`src/rtl/q1_pack_pkg.sv`:
```
`default_nettype none
// ============================================================================
// Module  : q1_pack_pkg
// Purpose : Shared types and helpers for the Q1 bit packer. This covers the
//           accumulator state encoding and the length-field width helper.
// Revision: 1.0 - initial release
// ============================================================================
package q1_pack_pkg;

  // Accumulator state. EMPTY means no bits are held, and FILLING means a
  // partial word is in progress.
  typedef enum logic [0:0] {
    EMPTY   = 1'b0,
    FILLING = 1'b1
  } acc_state_t;

  // Number of bits needed to encode a length in the range 0..width.
  function automatic int calc_lw(input int width);
    return $clog2(width + 1);
  endfunction

endpackage : q1_pack_pkg
`default_nettype wire

```
`src/rtl/q1_pack_fifo.sv`:
```
`default_nettype none
// ============================================================================
// Module  : q1_pack_fifo
// Purpose : Register-based first-word-fall-through FIFO. The head entry is
//           visible while the FIFO is not empty. The FIFO accepts a push and a
//           pop in the same cycle even when it is full.
// Revision: 1.0 - initial release
// ============================================================================
module q1_pack_fifo #(
  parameter int DW    = 12,
  parameter int DEPTH = 4
) (
  input  logic          clk,
  input  logic          rst_n,
  input  logic          push,
  input  logic [DW-1:0] din,
  input  logic          pop,
  output logic [DW-1:0] dout,
  output logic          full,
  output logic          empty
);

  localparam int AW = (DEPTH > 1) ? $clog2(DEPTH) : 1;

  logic [DW-1:0] r_mem [DEPTH];
  logic [AW:0]   r_wptr;
  logic [AW:0]   r_rptr;
  logic          w_push_en;
  logic          w_pop_en;

  // The extra pointer MSB tells full apart from empty when the lower bits match.
  assign empty = (r_wptr == r_rptr);
  assign full  = (r_wptr[AW] != r_rptr[AW]) && (r_wptr[AW-1:0] == r_rptr[AW-1:0]);

  // A pop on a full FIFO frees a slot, so a push in the same cycle is legal.
  assign w_pop_en  = pop & ~empty;
  assign w_push_en = push & (~full | w_pop_en);

  // The head is forced to zero while the FIFO is empty, so stale storage never
  // reaches the output.
  assign dout = empty ? '0 : r_mem[r_rptr[AW-1:0]];

  // Pointer registers. Reset discards every queued word.
  always_ff @(posedge clk or negedge rst_n) begin
    if (!rst_n) begin
      r_wptr <= '0;
      r_rptr <= '0;
    end else begin
      if (w_push_en) r_wptr <= r_wptr + (AW+1)'(1);
      if (w_pop_en)  r_rptr <= r_rptr + (AW+1)'(1);
    end
  end

  // Storage array. It needs no reset because the empty flag masks its contents.
  always_ff @(posedge clk) begin
    if (w_push_en) r_mem[r_wptr[AW-1:0]] <= din;
  end

endmodule : q1_pack_fifo
`default_nettype wire

```
`src/rtl/q1_bit_packer.sv`:
```
`default_nettype none
// ============================================================================
// Module  : q1_bit_packer
// Purpose : Samples Q1 one bit per qualified cycle and packs the bits LSB-first
//           into WIDTH-bit words. Words are queued in a FWFT FIFO and handed
//           on over valid/ready. A flush pushes the partial word. A full FIFO
//           drops the word and sets a sticky overflow flag, so the source is
//           never stalled.
// Revision: 1.0 - initial release
// ============================================================================
module q1_bit_packer
  import q1_pack_pkg::*;
#(
  parameter  int WIDTH = 8,
  parameter  int DEPTH = 4,
  localparam int LW    = calc_lw(WIDTH)
) (
  input  logic             clk,
  input  logic             rst_n,
  input  logic             bit_in,
  input  logic             bit_en,
  input  logic             flush,
  output logic [WIDTH-1:0] out_data,
  output logic [LW-1:0]    out_len,
  output logic             out_valid,
  input  logic             out_ready,
  output logic             overflow
);

  localparam int          DW     = WIDTH + LW;
  localparam logic [LW-1:0] c_last = LW'(WIDTH - 1);

  acc_state_t       r_state;
  acc_state_t       w_state_nxt;
  logic [WIDTH-1:0] r_acc;
  logic [WIDTH-1:0] w_acc_nxt;
  logic [WIDTH-1:0] w_acc_bit;
  logic [WIDTH-1:0] w_word;
  logic [LW-1:0]    r_cnt;
  logic [LW-1:0]    w_cnt_nxt;
  logic [LW-1:0]    w_len;
  logic             w_complete;
  logic             w_push;
  logic             w_pop;
  logic             w_fifo_push;
  logic             w_full;
  logic             w_empty;
  logic             r_overflow;
  logic [DW-1:0]    w_fifo_din;
  logic [DW-1:0]    w_fifo_dout;

  // Place the incoming bit at the current fill position.
  assign w_acc_bit = {{(WIDTH-1){1'b0}}, bit_in} << r_cnt;

  // Accumulator state register. The count and the shift register are held
  // alongside the state.
  always_ff @(posedge clk or negedge rst_n) begin
    if (!rst_n) begin
      r_state <= EMPTY;
      r_acc   <= '0;
      r_cnt   <= '0;
    end else begin
      r_state <= w_state_nxt;
      r_acc   <= w_acc_nxt;
      r_cnt   <= w_cnt_nxt;
    end
  end

  // Next-state logic, and the decision whether a word is pushed this cycle.
  // A word built this cycle includes the same-cycle bit, so a flush that
  // coincides with word completion pushes exactly one full-length word.
  always_comb begin
    w_state_nxt = r_state;
    w_acc_nxt   = r_acc;
    w_cnt_nxt   = r_cnt;
    w_word      = r_acc;
    w_len       = r_cnt;
    w_complete  = 1'b0;
    w_push      = 1'b0;

    if (bit_en) begin
      w_word     = r_acc | w_acc_bit;
      w_len      = r_cnt + LW'(1);
      w_complete = (r_cnt == c_last);
    end

    w_push = w_complete || (flush && (w_len != '0));

    case (r_state)
      EMPTY:   if (bit_en && !w_push) w_state_nxt = FILLING;
      FILLING: if (w_push)            w_state_nxt = EMPTY;
      default:                        w_state_nxt = EMPTY;
    endcase

    if (w_push) begin
      w_acc_nxt = '0;
      w_cnt_nxt = '0;
    end else begin
      w_acc_nxt = w_word;
      w_cnt_nxt = w_len;
    end
  end

  // Pop, and push-with-room decision. A same-cycle pop makes room on a full FIFO.
  assign w_pop       = ~w_empty & out_ready;
  assign w_fifo_push = w_push & (~w_full | w_pop);
  assign w_fifo_din  = {w_len, w_word};

  // Sticky overflow flag. It is set when a word is lost on a full FIFO that
  // is not draining this cycle, and only reset clears it.
  always_ff @(posedge clk or negedge rst_n) begin
    if (!rst_n) begin
      r_overflow <= 1'b0;
    end else if (w_push && w_full && !w_pop) begin
      r_overflow <= 1'b1;
    end
  end

  q1_pack_fifo #(
    .DW    (DW),
    .DEPTH (DEPTH)
  ) u_fifo (
    .clk   (clk),
    .rst_n (rst_n),
    .push  (w_fifo_push),
    .din   (w_fifo_din),
    .pop   (w_pop),
    .dout  (w_fifo_dout),
    .full  (w_full),
    .empty (w_empty)
  );

  assign out_valid = ~w_empty;
  assign out_data  = w_fifo_dout[WIDTH-1:0];
  assign out_len   = w_fifo_dout[DW-1:WIDTH];
  assign overflow  = r_overflow;

endmodule : q1_bit_packer
`default_nettype wire
```
`config.mk`:
```
export PLATFORM = sky130hd
export DESIGN_NAME = q1_bit_packer
export DESIGN_NICKNAME = d
export VERILOG_FILES = /design/src/rtl/q1_pack_pkg.sv /design/src/rtl/q1_pack_fifo.sv /design/src/rtl/q1_bit_packer.sv
export SDC_FILE = /design/constraint.sdc
export NUM_CORES = 1
export LEC_CHECK = 0
export ABC_AREA = 1
export CAP_MARGIN = 15
export CORE_ASPECT_RATIO = 0.7
export CORE_MARGIN = 2
export CORE_UTILIZATION = 36
export CTS_CLUSTER_DIAMETER = 40
export DETAILED_ROUTE_END_ITERATION = 7
export DONT_BUFFER_PORTS = 1
export PLACE_DENSITY_LB_ADDON = 0.3
export SYNTH_ARGS = -nofsm -noshare
export SYNTH_HDL_FRONTEND = slang
export SYNTH_HIERARCHICAL = 1
export SYNTH_SLANG_ARGS = --single-unit
export TNS_END_PERCENT = 5
```
`constraint.sdc`:
```
create_clock -name clk -period 3.8 [get_ports clk]
set_input_delay 0.19 -clock clk [delete_from_list [all_inputs] [get_ports clk]]
set_output_delay 0.19 -clock clk [all_outputs]
set_load 0.01 [all_outputs]
```
==> results.py, run 1 <==
metrics = {
    "synth": {
        "syn_nets": 316,
        "synth_top_family_by_area": "simple AND/OR/NAND/NOR gates",
        "yosys.area_share.simple_pct": 17.6,
        "synth.area.top_cells": "edfxtp_1 47%, dfrtp_1 15%, nor2_1 6.8%, inv_1 5.7%, nand2_1 5.4%",
        "synth_seq_cells": 67,
        "synth_top_area_share_pct": 46.9,
        "synthMuxAreaShare_pct": 0,
        "yosysSeqAreaShare_pct": 62.4,
        "yosysTopAreaCell": "edfxtp_1",
        "ys.warnings.count": 6,
        "yosysUniqueCellTypes": 23,
        "synth_compound_area_share_pct": 7.50,
        "syn_inst": 304,
        "synth_xor_area_share_pct": 1.47,
        "netlist_area_um2": 3070,
        "synthAdderAreaFrac_pct": 2.44,
        "synth_area_per_cell_um2": 10.1,
    },
    "floorplanning": {
        "io_pins": 20,
        "coreArea_um2": 8370,
        "fp.dieArea_um2": 9300,
        "dieHeight_um": 81.3,
        "dieWidth_um": 114,
        "initial_utilization_pct": 36.7,
        "rows": 28,
    },
    "timing": {
        "setup-violations-final": 0,
        "worst_slew_margin_rel_pct": 37.2,
        "finalSetupTns_ns": 0,
        "slew_violations": 0,
        "hold_viol_final": 0,
        "skew_ns": 0.00774,
        "fin_crit_sh_pct": 77.2,
        "max_clock_freq_ghz": 0.341,
        "worstMarginPinSlew_ns": 0.939,
        "rsz0062_at_grt": "no",
        "period_minus_slack_ns": 2.93,
    },
    "setup_path": {
        "worstSetupStartpoint": "u_fifo/r_rptr[0]",
        "reg2reg_from": "u_fifo/r_rptr[0]",
        "path_common_cell": "nor2_1",
        "cp.required_ns": 3.83,
        "worstPathArrival_ns": 2.96,
        "start_kind": "register",
        "r2r-end": "u_fifo/r_mem[3][2]",
        "worst_r2r_path_depth": 12,
        "reg2reg_slack_ns": 0.87,
        "worstSetupEndpointType": "register",
        "path_max_fanout": 27,
        "critical-path-slowest-cell": "a21oi_1",
        "path_cells": "buf_4 -> inv_4 -> nand2_1 -> nand2_2 -> nand3_4 -> inv_1 -> nor2_1 -> nor2_1 -> a21oi_1 -> nand2_4 -> nor2_1 -> buf_4",
        "worstSetupPathType": "register to register",
        "max_stage_delay_ns": 0.39,
    },
    "clock_network": {
        "ctsResizeCount": 0,
        "clk_pin_slew_ns": 0.06,
        "clk_path_buf_depth": 2,
        "tritoncts": "done",
        "ctsHoldBuffers": 1,
        "cts_root_buf": "clkbuf_16",
        "clock_sinks": 67,
        "clk_latency_ns": 0.33,
        "htreeDepth": 3,
        "numCtsBuffers": 9,
        "postCtsSetupBuffers": 0,
    },
    "detailed_routing": {
        "drc_errors": 0,
        "drtIter0Drc": 165,
        "wl_um": 7430,
        "wl_per_cell_um": 17.6,
        "num_vias": 2067,
        "firstDrtPassIters": 4,
        "drt-vias-per-instance": 4.90,
        "ant_nets": 0,
    },
    "power_and_ir_drop": {
        "peakVddDrop_v": 0.000293,
        "power.leakage_nw": 1.55,
        "p_per_area_nw_per_um2": 838,
    },
    "worst_hold_path": {
        "hp-start": "flush",
        "hold_path_end": "r_cnt[3]",
        "holdCritPathClass": "input pin to register",
        "hold_depth": 3,
    },
    "flow_run": {
        "drv_cap": 0,
    },
    "layout": {
        "num_antenna_cells": 0,
        "syn_to_final_growth_pct": 12.9,
        "final_nets": 324,
        "final_cell_mix": "56 x nor2_1, 48 x edfxtp_1, 47 x inv_1",
        "fin_util_pct": 41.4,
        "drive_above_1_share_pct": 10.1,
        "layout_commonest_cell": "nor2_1",
        "fillers": 800,
    },
    "grt": {
        "grt_pass1_wl_um": 11300,
        "grt_overflow_total": 0,
        "antenna_found_initial": 0,
        "first_global_vias": 1924,
        "grt_max_degree": 28,
        "grtUsageTotal_pct": 17.5,
    },
    "placed_design": {
        "io_buffers": 0,
        "dp_hpwl_um": 5270,
        "gp_congestion": 1.03,
    },
    "status": {
        "outcome": "finished clean",
    },
}
[synthesized netlist by cell type]
cell,count
nor2_1,56
edfxtp_1,48
inv_1,47
nand2_1,44
o21ai_0,30
dfrtp_1,19
a21oi_1,9
nand3_1,8
o21ai_1,7
ha_1,6
nand2_2,6
nor3_1,6
buf_2,5
buf_6,3
xor2_1,2
buf_4,1
buf_8,1
inv_4,1
nand2_4,1
nand3_4,1
nand4_1,1
nand4_4,1
xnor2_4,1
[flip-flops by register name (all words and copies together) (netlist names)]
signal         cells
r_acc              8
r_cnt              4
u_fifo/r_rptr      3
u_fifo/r_mem      48
overflow           1
u_fifo/r_wptr      3
[layer usage]
layer	global-route usage, %	routed length, µm	vias up
met4	6.10	117	0
li1	-	-	1001
met5	0	0	-
met1	25.3	3640	980
met2	24.4	3160	76
met3	6.12	504	10
[through the flow]
step	cell area, µm²	hold WS (ns)	power [mW]	worst slack [ns]	cells
6_report	3470	0.0531	2.90	0.866	422
5_1_grt	3470	0.0747	3.09	0.598	422
3_3_place_gp	3170	-0.105	2.12	1.05	405
4_1_cts	3470	0.0506	2.93	0.839	422
2_1_floorplan	3070	-0.106	1.87	1.15	304
3_5_place_dp	3170	-0.105	2.12	0.859	405
[logic make-up after synthesis]
| family | after synthesis |
|---|---|
| and+or+nand+nor | 124 |
| adders and majority gates | 6 |
| AOI/OAI and AO/OA | 46 |
| DFF | 67 |
| xor gates and xnor gates | 3 |
| buffers and inverters | 58 |
[worst max path at each step]
stage,endpoint,slack [ns]
detailed placement,u_fifo/r_mem[3][2],0.86
finish,u_fifo/r_mem[3][2],0.87
floorplan,u_fifo/r_mem[0][0],1.15
global placement,u_fifo/r_mem[1][5],1.05
global route,u_fifo/r_mem[1][6],0.60
CTS,u_fifo/r_mem[3][2],0.84
[report_power, final]
part	total [mW]	internal [mW]	switching, mW
Sequential	1.05	0.963	0.0856
Clock	0.792	0.483	0.309
Combinational	1.06	0.292	0.771
[critical path, delay by kind of cell, from the launching register on]
kind / cells / cell delay [ns]
compound gates: 1 / 0.39
buf+inv: 4 / 0.71
flops: 1 / 0.36
simple gates: 7 / 1.16
[layout make-up]
class / instances / area, µm² / share of cell area [%]
clock buffer: 11 / 254 / 7.33
multi-input combinational: 179 / 890 / 25.7
clock inverter: 5 / 36.3 / 1.05
sequential: 67 / 1920 / 55.3
timing repair buffer: 7 / 55.1 / 1.59
inverter: 48 / 183 / 5.27
tap: 105 / 131 / 3.79
Note: power is estimated with default switching activity, not from simulation.
==> run 2: changes to the inputs <==
--- a/config.mk
+++ b/config.mk
@@ -5,7 +5,7 @@
 export SDC_FILE = /design/constraint.sdc
 export NUM_CORES = 1
 export LEC_CHECK = 0
-export ABC_AREA = 1
+export ABC_AREA = 0
 export CAP_MARGIN = 15
 export CORE_ASPECT_RATIO = 0.7
 export CORE_MARGIN = 2
==> constraint.sdc (replaced) <==
create_clock -name clk -period 2.4 [get_ports clk]
set_input_delay 0.12 -clock clk [delete_from_list [all_inputs] [get_ports clk]]
set_output_delay 0.12 -clock clk [all_outputs]
set_load 0.01 [all_outputs]
==> run 2 against run 1 <==
- sequential cell count unchanged
- core utilization up 1.3 points
- wire length down 19%
- critical endpoint is now u_fifo/r_mem[1][2]
- largest cell class unchanged
==> results.py, run 2 <==
metrics = {
    "synth": {
        "synth.most_common_cell": "edfxtp_1",
        "syn_inst": 186,
        "synth_top_area_share_pct": 46.7,
        "synth_edf_count": 48,
        "synth_ff_type": "edfxtp_1",
        "netlist_area_um2": 3080,
        "ys.warnings.count": 6,
        "async_flop_share_pct": 28.4,
        "synth_seq_cells": 67,
        "yosysSeqAreaShare_pct": 62.2,
        "synth_commonest_cells": "48 x edfxtp_1, 19 x dfrtp_1, 15 x inv_1",
        "syn_nets": 198,
        "synth_area_per_cell_um2": 16.6,
        "yosysUniqueCellTypes": 48,
        "yosysTopAreaCell": "edfxtp_1",
        "synth.area.top_cells": "edfxtp_1 47%, dfrtp_1 15%, mux4_2 8.8%, nor4_2 2.8%, ha_1 2.4%",
    },
    "worst_hold_path": {
        "hold_path_end": "r_cnt[0]",
        "hold_depth": 2,
        "holdCritPathClass": "input pin to register",
        "hp-start": "bit_en",
    },
    "placed_design": {
        "dp_hpwl_um": 3780,
        "pre_cts_ws_ns": 0.00934,
        "gp_congestion": 0.805,
        "io_buffers": 0,
    },
    "detailed_routing": {
        "drt-vias-per-instance": 5.16,
        "num_vias": 1599,
        "drtIter0Drc": 69,
        "drc_errors": 0,
        "wl_um": 5990,
        "wl_per_cell_um": 19.3,
        "firstDrtPassIters": 4,
        "ant_nets": 0,
    },
    "timing": {
        "hold_viol_final": 0,
        "rsz0062_at_grt": "no",
        "period_minus_slack_ns": 2.27,
        "max_clock_freq_ghz": 0.440,
        "finalSetupTns_ns": 0,
        "worst_slack_ns": 0.130,
        "slew_violations": 0,
        "worstMarginPinSlew_ns": 0.944,
        "worst_slew_margin_rel_pct": 36.8,
        "skew_ns": 0.00508,
        "fin_crit_sh_pct": 94.6,
        "setup-violations-final": 0,
    },
    "flow_run": {
        "drv_cap": 0,
    },
    "clock_network": {
        "clk_path_buf_depth": 2,
        "clk_latency_ns": 0.32,
        "postCtsSetupBuffers": 0,
        "tritoncts": "done",
        "clock_sinks": 67,
        "clk_pin_slew_ns": 0.06,
        "numCtsBuffers": 9,
        "cts_root_buf": "clkbuf_16",
        "htreeDepth": 3,
    },
    "layout": {
        "largest_reg_flops": 48,
        "layout_commonest_cell": "edfxtp_1",
        "num_antenna_cells": 0,
        "fin_util_pct": 42.7,
        "drive_above_1_share_pct": 34.1,
        "syn_to_final_growth_pct": 16.0,
        "final_nets": 212,
        "fillers": 743,
        "final_cell_mix": "48 x edfxtp_1, 17 x dfrtp_1, 14 x inv_1",
    },
    "setup_path": {
        "critical-path-slowest-cell": "or4_4",
        "cp.depth": 6,
        "worstSetupPathType": "register to register",
        "crit_family": "simple AND/OR/NAND/NOR gates",
        "max_stage_delay_ns": 0.57,
        "worstSetupEndpointType": "register",
        "reg2reg_from": "u_fifo/r_wptr[1]",
        "start_kind": "register",
        "worst_r2r_path_depth": 6,
        "path_max_fanout": 12,
        "cp.required_ns": 2.47,
        "worstPathArrival_ns": 2.34,
        "critPathBufInv": 1,
        "reg2reg_slack_ns": 0.13,
        "r2r-end": "u_fifo/r_mem[1][2]",
        "path_cells": "xor2_2 -> nor3_2 -> nand2b_4 -> inv_1 -> or4_4 -> and3_4",
    },
    "floorplanning": {
        "io_pins": 20,
        "fp.dieArea_um2": 9340,
        "coreArea_um2": 8370,
        "rows": 28,
        "dieWidth_um": 115,
        "dieHeight_um": 81.4,
        "initial_utilization_pct": 36.8,
    },
    "power_and_ir_drop": {
        "p_per_area_nw_per_um2": 1390,
        "peakVddDrop_v": 0.000439,
        "power.total_mw": 4.96,
        "power.leakage_nw": 1.35,
    },
    "grt": {
        "grt_overflow_total": 0,
        "grt_max_degree": 20,
        "antenna_found_initial": 0,
        "first_global_vias": 1598,
        "grtUsageTotal_pct": 14.5,
        "grt_pass1_wl_um": 9410,
    },
    "status": {
        "outcome": "finished clean",
    },
}
[run 2: changes by cell type in the layout (fill, tap and decap cells not counted), moves of 7 or more]
| cell | delta |
|---|---|
| o21ai_1 | -7 |
| xnor2_1 | +8 |
| inv_1 | -33 |
| mux4_2 | +12 |
| nor2b_1 | +12 |
| nor2_1 | -55 |
| nor4_2 | +7 |
| o21ai_0 | -30 |
| nand3_1 | -8 |
| nand2_1 | -41 |
[run 2: worst max-delay path by stage]
stage	startpoint	endpoint	slack [ns]
global placement	u_fifo/r_wptr[1]	u_fifo/r_mem[3][6]	0.10
detailed placement	u_fifo/r_wptr[1]	u_fifo/r_mem[3][3]	0.009
floorplan	u_fifo/r_rptr[1]	u_fifo/r_mem[3][0]	0.007
finish	u_fifo/r_wptr[1]	u_fifo/r_mem[1][2]	0.13
CTS	u_fifo/r_wptr[1]	u_fifo/r_mem[0][10]	0.07
global route	u_fifo/r_wptr[1]	u_fifo/r_mem[1][10]	0.03
[run 2: what timing repair did]
item	CTS	global route
endpoints found under the hold margin	20	0
gates resized for setup	1	2
pin swaps	0	3
endpoints found under the setup margin	12	40
hold buffers	2	0
[run 2: logic make-up (layout without fill, tap and decap cells)]
kind of cell    Yosys count  count (layout)  synth area share, %
fa+ha+maj                 6               6                 2.43
flops                    67              67                 62.2
xor+xnor                 12              12                 3.89
simple gates             44              44                 11.6
compound gates           17              17                 5.27
mux                      16              16                 10.3
buf+inv                  24              43                 4.42
[run 2: layer usage]
layer  GRT usage (%)  vias to the layer above  part of all wire [%]
met3            6.27                        4                   6.6
met2            19.9                       42                    42
li1                -                      736                     -
met5               0                        -                     0
met1            20.3                      817                    50
met4            5.12                        0                  0.89
[run 2: area by class of cell]
cell class	instances	area (µm²)	area share [%]
flip-flops and latches	67	1920	53.6
multi-input cells	95	1070	29.9
clock buffers	9	225	6.29
well taps	105	131	3.67
repair buffers	12	95.1	2.66
clock inverters	7	81.3	2.27
inverters	15	56.3	1.57
[run 2: through the flow]
stage	cells	hold WS (ns)	area, µm²
4_1_cts	310	0.0714	3570
6_report	310	0.0741	3580
3_3_place_gp	292	-0.175	3240
3_5_place_dp	292	-0.175	3240
2_1_floorplan	186	-0.176	3110
5_1_grt	310	0.0720	3580
[run 2: report_power, final]
part	internal, mW	switching [mW]	total [mW]
logic	0.757	1.09	1.85
clock network	0.819	0.509	1.33
registers	1.64	0.151	1.79
==> run 3: changes to the inputs <==
--- a/config.mk
+++ b/config.mk
@@ -6,6 +6,7 @@
 export NUM_CORES = 1
 export LEC_CHECK = 0
 export ABC_AREA = 0
+export ABC_CLOCK_PERIOD_IN_PS = 2400
 export CAP_MARGIN = 15
 export CORE_ASPECT_RATIO = 0.7
 export CORE_MARGIN = 2
@@ -13,6 +14,7 @@
 export CTS_CLUSTER_DIAMETER = 40
 export DETAILED_ROUTE_END_ITERATION = 7
 export DONT_BUFFER_PORTS = 1
+export MAX_ROUTING_LAYER = met4
 export PLACE_DENSITY_LB_ADDON = 0.3
 export SYNTH_ARGS = -nofsm -noshare
 export SYNTH_HDL_FRONTEND = slang
==> run 3 against run 2 <==
- total power grew 0.23%
- first-iteration DRC count grew 25%
- largest cell class unchanged
- via count shrank 0.56%
- cell count is the same
==> results.py, run 3 (synthesized netlist as in run 2, its figures left out) <==
metrics = {
    "grt": {
        "antenna_found_initial": 0,
        "grt_max_degree": 20,
        "first_global_vias": 1600,
        "grt_pass1_wl_um": 9370,
        "grt_overflow_total": 0,
        "grtUsageTotal_pct": 14.8,
    },
    "floorplanning": {
        "io_pins": 20,
        "rows": 28,
        "coreArea_um2": 8370,
        "fp.dieArea_um2": 9340,
        "initial_utilization_pct": 36.8,
        "dieWidth_um": 115,
        "dieHeight_um": 81.4,
    },
    "worst_hold_path": {
        "hold_path_end": "r_cnt[0]",
        "hp-start": "bit_en",
        "hold_depth": 2,
        "holdCritPathClass": "input pin to register",
    },
    "setup_path": {
        "max_stage_delay_ns": 0.57,
        "r2r-end": "u_fifo/r_mem[1][2]",
        "worstSetupEndpointType": "register",
        "reg2reg_from": "u_fifo/r_wptr[1]",
        "critPathBufInv": 1,
        "start_kind": "register",
        "path_cells": "xor2_2 -> nor3_2 -> nand2b_4 -> inv_1 -> or4_4 -> and3_4",
        "worst_r2r_path_depth": 6,
        "worstSetupPathType": "register to register",
        "cp.required_ns": 2.47,
        "critical-path-slowest-cell": "or4_4",
        "reg2reg_slack_ns": 0.13,
        "path_max_fanout": 12,
        "crit_family": "simple AND/OR/NAND/NOR gates",
        "worstPathArrival_ns": 2.34,
    },
    "layout": {
        "num_antenna_cells": 0,
        "final_nets": 212,
        "syn_to_final_growth_pct": 16.0,
        "final_cell_mix": "48 x edfxtp_1, 17 x dfrtp_1, 14 x inv_1",
        "layoutNonFillerInstCount": 310,
        "drive_above_1_share_pct": 34.1,
        "layout_commonest_cell": "edfxtp_1",
        "fillers": 743,
        "largest_reg_flops": 48,
    },
    "power_and_ir_drop": {
        "pwr-share-comb_pct": 37.2,
        "peakVddDrop_v": 0.000441,
        "power.switching_mw": 1.76,
        "power.total_mw": 4.98,
        "p_per_area_nw_per_um2": 1390,
        "power.leakage_nw": 1.35,
        "swShare_pct": 35.4,
        "clkPwrFrac_pct": 26.8,
        "intPower_mw": 3.21,
        "sequentialPowerShare_pct": 35.9,
    },
    "detailed_routing": {
        "firstDrtPassIters": 4,
        "drc_errors": 0,
        "ant_nets": 0,
        "num_vias": 1590,
        "drtIter0Drc": 86,
        "drt-vias-per-instance": 5.13,
        "wl_um": 6010,
        "wl_per_cell_um": 19.4,
    },
    "placed_design": {
        "io_buffers": 0,
        "dp_hpwl_um": 3780,
        "pre_cts_ws_ns": 0.00934,
        "gp_congestion": 0.816,
        "dp.cells": 292,
    },
    "timing": {
        "whs_ns": 0.0737,
        "hold_viol_final": 0,
        "fin_crit_sh_pct": 94.8,
        "skew_ns": 0.00497,
        "period_minus_slack_ns": 2.27,
        "slew_violations": 0,
        "worst_slack_ns": 0.126,
        "finalSetupTns_ns": 0,
        "worstMarginPinSlew_ns": 0.932,
        "rsz0062_at_grt": "no",
        "setup-violations-final": 0,
        "max_clock_freq_ghz": 0.440,
        "worst_slew_margin_rel_pct": 37.6,
    },
    "clock_network": {
        "numCtsBuffers": 9,
        "clk_path_buf_depth": 2,
        "cts_root_buf": "clkbuf_16",
        "clk_pin_slew_ns": 0.06,
        "clk_latency_ns": 0.33,
        "htreeDepth": 3,
        "tritoncts": "done",
        "clock_sinks": 67,
        "postCtsSetupBuffers": 0,
    },
    "status": {
        "outcome": "finished clean",
    },
    "flow_run": {
        "drv_cap": 0,
    },
}
## run 3: cell type report
| cell class | count | area, µm² | area share [%] |
|---|---|---|---|
| sequential | 67 | 1920 | 53.6 |
| multi-input combinational | 95 | 1070 | 29.9 |
| clock buffer | 9 | 225 | 6.29 |
| tap | 105 | 131 | 3.67 |
| timing repair buffer | 12 | 95.1 | 2.66 |
| clock inverter | 7 | 81.3 | 2.27 |
| inverter | 15 | 56.3 | 1.57 |
## run 3: metal layers
layer / part of all wire [%] / vias to the layer above / wire length (µm) / global-route usage [%]
met3: 4.7 / 6 / 284 / 6.20
li1: - / 738 / - / -
met5: 0 / - / 0 / -
met2: 43 / 31 / 2610 / 20.1
met4: 0.67 / 0 / 40 / 4.76
met1: 51 / 815 / 3080 / 20.2
## run 3: repair_timing
action | in CTS | in global routing
gates resized for setup | 1 | 2
endpoints found under the hold margin | 20 | 0
hold buffers | 2 | 0
pin swaps | 0 | 3
endpoints found under the setup margin | 12 | 39
## run 3: through the flow
step | instance area [µm²] | util, %
floorplan | 3110 | -
global placement | 3240 | 38.6
detailed placement | 3240 | 38.6
CTS | 3570 | 42.6
global route | 3580 | 42.7
finish | 3580 | 42.7
## run 3: worst max-delay path by stage
| stage | start | endpoint | slack [ns] | depth (start not counted) |
|---|---|---|---|---|
| 3_5_place_dp | u_fifo/r_wptr[1] | u_fifo/r_mem[3][3] | 0.009 | 6 |
| 3_3_place_gp | u_fifo/r_wptr[1] | u_fifo/r_mem[3][6] | 0.10 | 6 |
| 2_1_floorplan | u_fifo/r_rptr[1] | u_fifo/r_mem[3][0] | 0.007 | 7 |
| 6_report | u_fifo/r_wptr[1] | u_fifo/r_mem[1][2] | 0.13 | 6 |
| 5_1_grt | u_fifo/r_wptr[1] | u_fifo/r_mem[1][10] | 0.03 | 6 |
| 4_1_cts | u_fifo/r_wptr[1] | u_fifo/r_mem[0][10] | 0.07 | 6 |
## run 3: worst register-to-register path, delay by kind of cell, from the launching register on
kind                      cells  cell delay (ns)
xor gates and xnor gates      1             0.23
buffers and inverters         1             0.10
DFF                           1             0.44
and+or+nand+nor               4             1.24
## run 3: power groups by stage
stage	logic (mW)	registers, mW	clock network (mW)
2_1_floorplan	1.43	1.79	0
6_report	1.85	1.79	1.33
4_1_cts	1.88	1.79	1.36
3_5_place_dp	1.85	1.81	0
3_3_place_gp	1.82	1.80	0
5_1_grt	2.05	1.82	1.41
